[src/rtl/cpu_controller_pkg.sv]
// Shared types for the accumulator CPU controller: opcodes, phases, FSM state.
package cpu_controller_pkg;

  localparam int unsigned OPCODE_W = 3;
  localparam int unsigned PHASE_W  = 3;
  localparam int unsigned STATE_W  = 4;

  typedef enum logic [OPCODE_W-1:0] {
    HLT = 3'd0,
    SKZ = 3'd1,
    ADD = 3'd2,
    AND = 3'd3,
    XOR = 3'd4,
    LDA = 3'd5,
    STO = 3'd6,
    JMP = 3'd7
  } opcode_t;

  typedef enum logic [PHASE_W-1:0] {
    INST_ADDR  = 3'd0,
    INST_FETCH = 3'd1,
    INST_LOAD  = 3'd2,
    IDLE       = 3'd3,
    OP_ADDR    = 3'd4,
    OP_FETCH   = 3'd5,
    ALU_OP     = 3'd6,
    STORE      = 3'd7
  } phase_t;

  // Low three bits of the running states equal the phase code; HALTED sits above.
  typedef enum logic [STATE_W-1:0] {
    S_INST_ADDR  = 4'd0,
    S_INST_FETCH = 4'd1,
    S_INST_LOAD  = 4'd2,
    S_IDLE       = 4'd3,
    S_OP_ADDR    = 4'd4,
    S_OP_FETCH   = 4'd5,
    S_ALU_OP     = 4'd6,
    S_STORE      = 4'd7,
    S_HALTED     = 4'd8
  } state_t;

  function automatic logic is_aluop(input opcode_t op);
    return (op == ADD) || (op == AND) || (op == XOR) || (op == LDA);
  endfunction

endpackage

[src/rtl/ctrl_decode.sv]
// Combinational strobe decode from (phase, halted, opcode, zero); reusable as a golden model.
module ctrl_decode
  import cpu_controller_pkg::*;
(
  input  phase_t  phase_i,
  input  logic    halted_i,
  input  opcode_t opcode_i,
  input  logic    zero_i,
  output logic    mem_rd_o,
  output logic    load_ir_o,
  output logic    inc_pc_o,
  output logic    load_pc_o,
  output logic    load_ac_o,
  output logic    mem_wr_o,
  output logic    halt_o
);

  logic alu_c;

  assign alu_c = is_aluop(opcode_i);

  always_comb begin
    mem_rd_o  = 1'b0;
    load_ir_o = 1'b0;
    inc_pc_o  = 1'b0;
    load_pc_o = 1'b0;
    load_ac_o = 1'b0;
    mem_wr_o  = 1'b0;
    halt_o    = 1'b0;
    if (halted_i) begin
      halt_o = 1'b1;
    end else begin
      case (phase_i)
        INST_FETCH: mem_rd_o = 1'b1;
        INST_LOAD, IDLE: begin
          mem_rd_o  = 1'b1;
          load_ir_o = 1'b1;
        end
        OP_ADDR: begin
          inc_pc_o = 1'b1;
          halt_o   = (opcode_i == HLT);
        end
        OP_FETCH: mem_rd_o = alu_c;
        // zero only matters here; it is ignored in every other phase
        ALU_OP: begin
          mem_rd_o  = alu_c;
          load_ac_o = alu_c;
          inc_pc_o  = (opcode_i == SKZ) && zero_i;
          load_pc_o = (opcode_i == JMP);
        end
        STORE: begin
          mem_rd_o  = alu_c;
          load_ac_o = alu_c;
          inc_pc_o  = (opcode_i == JMP);
          load_pc_o = (opcode_i == JMP);
          mem_wr_o  = (opcode_i == STO);
        end
        default: ;
      endcase
    end
  end

endmodule

[src/rtl/cpu_controller.sv]
// Eight-phase instruction sequencer with optional sticky HALTED state.
module cpu_controller
  import cpu_controller_pkg::*;
#(
  parameter bit HALT_STICKY = 1'b1
) (
  input  logic    clk,
  input  logic    rst,
  input  opcode_t opcode,
  input  logic    zero,
  output logic    mem_rd,
  output logic    load_ir,
  output logic    inc_pc,
  output logic    load_pc,
  output logic    load_ac,
  output logic    mem_wr,
  output logic    halt,
  output phase_t  phase
);

  state_t state_q, state_d;
  logic   halted_c;

  always_ff @(posedge clk or posedge rst) begin
    if (rst) state_q <= S_INST_ADDR;
    else     state_q <= state_d;
  end

  always_comb begin
    state_d = state_q;
    case (state_q)
      S_INST_ADDR:  state_d = S_INST_FETCH;
      S_INST_FETCH: state_d = S_INST_LOAD;
      S_INST_LOAD:  state_d = S_IDLE;
      S_IDLE:       state_d = S_OP_ADDR;
      S_OP_ADDR:    state_d = (HALT_STICKY && (opcode == HLT)) ? S_HALTED : S_OP_FETCH;
      S_OP_FETCH:   state_d = S_ALU_OP;
      S_ALU_OP:     state_d = S_STORE;
      S_STORE:      state_d = S_INST_ADDR;
      S_HALTED:     state_d = S_HALTED;
      default:      state_d = S_INST_ADDR;
    endcase
  end

  assign halted_c = (state_q == S_HALTED);
  assign phase    = halted_c ? OP_ADDR : phase_t'(state_q[PHASE_W-1:0]);

  ctrl_decode u_decode (
    .phase_i   (phase),
    .halted_i  (halted_c),
    .opcode_i  (opcode),
    .zero_i    (zero),
    .mem_rd_o  (mem_rd),
    .load_ir_o (load_ir),
    .inc_pc_o  (inc_pc),
    .load_pc_o (load_pc),
    .load_ac_o (load_ac),
    .mem_wr_o  (mem_wr),
    .halt_o    (halt)
  );

endmodule

[config.mk]
export PLATFORM = sky130hd
export DESIGN_NAME = cpu_controller
export DESIGN_NICKNAME = d
export VERILOG_FILES = /design/src/rtl/cpu_controller_pkg.sv /design/src/rtl/ctrl_decode.sv /design/src/rtl/cpu_controller.sv
export SDC_FILE = /design/constraint.sdc
export NUM_CORES = 1
export LEC_CHECK = 0
export BUFFER_PORTS_ARGS = -buffer_cell sky130_fd_sc_hd__buf_2
export CORE_AREA = 2 2 39 41
export DETAILED_ROUTE_END_ITERATION = 16
export DIE_AREA = 0 0 41 43
export PLACE_DENSITY_LB_ADDON = 0.05
export SYNTH_ARGS = -nofsm -noshare
export SYNTH_HDL_FRONTEND = slang
export SYNTH_SLANG_ARGS = --single-unit
[constraint.sdc]
create_clock -name clk -period 1.15 [get_ports clk]
set_input_delay 0.0575 -clock clk [delete_from_list [all_inputs] [get_ports clk]]
set_output_delay 0.0575 -clock clk [all_outputs]
set_load 0.03 [all_outputs]
==> results.toml <==
[layout]
largest_register_ff_count = 4
layout-drive-gt1-share_pct = 61.5
biggestRegsByFlops = "state_q: 4 flops"
nNetsFinal = 73
post-route-cell-area_um2 = 579
top_register = "state_q"
area_growth_syn_to_layout_pct = 92.1
antenna-diode-count = 0
fin_util_pct = 41.9

[global_routing]
globalRoute.totalOverflow = 0
grt_first_pass_wirelength_mm = 1.48
grt_max_degree = 7
via_count_of_the_first_global_routing_pass = 357
grt.total_usage_pct = 13.1
antenna_found_initial = 0

[power]
powerDensity_nw_per_um2 = 2840
total_power_uw = 1640
peakVddDrop_mv = 1.20
leakage_uw = 0.000273

[sta]
max_clock_freq_mhz = 714
setup_slack_ps = -252
worst_margin_slew_ps = 270
setup_total_negative_slack_ps = -1340
whs_ps = 250
min_period_over_period_pct = 122
report.final.hold_viol_count = 0
slew_violations = 0
finalCriticalPeriod_ps = 1400
fin_worst_skew_ps = 4.47
relative_max_transition_margin_pct = 81.9
rsz0062_at_grt = "yes"
finalSetupViolCount = 9

[logic_synthesis]
synthesized_net_count = 44
fraction_of_synthesized_cell_area_taken_by_the_top_area_cell_type_pct = 33.2
synthDistinctLibCells = 23
yosys_warnings = 0
yosys-top-cells-count = "nor2_1, dfrtp_1, nand2_1, nor3_1"
synthMostInstantiatedCell = "nor2_1"
synth.area.top_cells = "dfrtp_1, nor2_1, xnor2_1, nor3_1, or4b_4"
yosys.area.top_type = "dfrtp_1"
synth-main-ff-cell = "dfrtp_1"
syn_area_um2 = 302
synth-edff-count = 0
yosysSeqAreaShare_pct = 33.2
flops_latches_synth = 4
async_reset_ff_share_pct = 100
synthesis.instances = 38
postSynthAreaPerCell_um2 = 7.94

[route]
wl_met3_um = 50
routed-via-count = 344
final_antenna_net_count = 0
topRoutingLayerUsed = "met4"
wire_per_inst_um = 10.6
postRouteWirelength_um = 859
drt-initial-drc-count = 3
drcViolationCount = 0
vias_per_std_cell = 4.25
firstDrtPassIters = 3
route.met2.wl_um = 404
wirelength_met1_um = 388

[hold_path]
min-delay-path-class = "input pin to asynchronous set/reset pin"

[floorplan]
floorplan.die.height_um = 43
die_area_um2 = 1760
top_level_ports = 16
core.rowCount = 14
floorplan.initialDensity_pct = 21.8
die-width_um = 41
core_um2 = 1380

[worst_setup_path]
slowest_cell_on_the_critical_path = "or4b_4"
worst_path_largest_cell_delay_ps = 480
cp_data_arrival_time_ps = 1340
cp_cell_sequence = "or4b_4 -> a21boi_2 -> buf_6"
cpLargestDelayFamily = "simple AND/OR/NAND/NOR gates"
worst_ep_required_time_ps = 1090
worstSetupPathType = "register to output pin"
critical_path_capture_point_type = "output pin"
ff2ff_path_depth = 5
cp.depth = 3
crit_path_start_kind = "register"
crit_buf_inv = 1
timing.critical_path.fanout_max = 3

[placement]
detailedPlacementHpwl_um = 652
dpl-instance-area_um2 = 438
port_buffers = 15
place_congestion = 0.680

[cts]
cts.root.buffer_cell = "clkbuf_4"
cts_num_sinks = 4
clock_insertion_delay_worst_skew_ps = 230
tritoncts = "done"
clock_tree.htree_level_count = 1
cts.path.max_buffers = 2
cts_made_buffers = 3
clock_pin_slew_reported_for_the_worst_setup_and_hold_paths_after_clock_tree_synthesis_ps = 40

[run]
drv.max_cap_violation_count = 0

[run_status]
failed_checks = "negative setup slack"
status = "complete, but fails checks"
## cells in the final DEF (no fill, tap or decap), drive strengths merged
cell         instances
a211oi               1
a21boi               1
a21o                 1
a21oi                2
and2                 1
buf                 27
clkbuf               3
dfrtp                4
dlygate4sd3          1
inv                  2
nand2                3
nand2b               1
nand4                1
nand4bb              1
nor2                 5
nor2b                1
nor3                 3
nor3b                1
o21a                 1
o21ai                1
or4b                 1
xnor2                2
xor2                 1
## routing by layer
layer  up-vias  GRT usage [%]
met5         -              0
li1        183              -
met1       147           16.6
met3         2           7.85
met2        12           17.2
met4         0           6.00
## cell families (layout without fill, tap and decap cells)
| logic type | count (synthesis) | after routing | share of synthesized area (%) |
|---|---|---|---|
| AND/OR/NAND/NOR | 18 | 18 | 34.0 |
| AO/OA/AOI/OAI | 7 | 7 | 14.9 |
| buffers and inverters | 6 | 33 | 9.13 |
| flip-flops | 4 | 4 | 33.2 |
| XOR/XNOR | 3 | 3 | 8.72 |
## power by group
part	internal, uW	switching [uW]
clock network	116	54.3
registers	208	85.4
logic	590	591
total	914	730
## worst paths after layout
check	startpoint	to	slack, ps
max	state_q[2]	halt	-250
min	rst	state_q[0]	250
max reg2reg	state_q[2]	state_q[2]	-140
min reg2reg	state_q[3]	state_q[1]	530
max in group asynchronous	rst	state_q[1]	740
min in group clk	opcode[1]	state_q[0]	270
## timing repair
item	in CTS	in global routing
resized for setup	23	0
pin swaps	5	1
buffers inserted	5	0
setup endpoints to repair	7	11
endpoints found under the hold margin	4	0
hold buffers	1	0
## metrics by stage
stage,instances,worst slack [ps]
3_3_place_gp,72,-16.9
3_5_place_dp,72,-51.3
2_1_floorplan,38,-154
5_1_grt,81,-318
4_1_cts,81,-267
6_report,81,-252
## worst min-delay path: stages
cell           delay (ps)
dlygate4sd3_1         530
buf_2                 120
inv_1                 130
## cell type report
cell class / instances / area, um2
sequential: 4 / 103
inverter: 2 / 7.51
tap: 16 / 20.0
timing repair buffer: 28 / 221
multi-input combinational: 28 / 205
fill: 137 / 805
clock buffer: 3 / 22.5
Note: power is estimated with default switching activity, not from simulation.
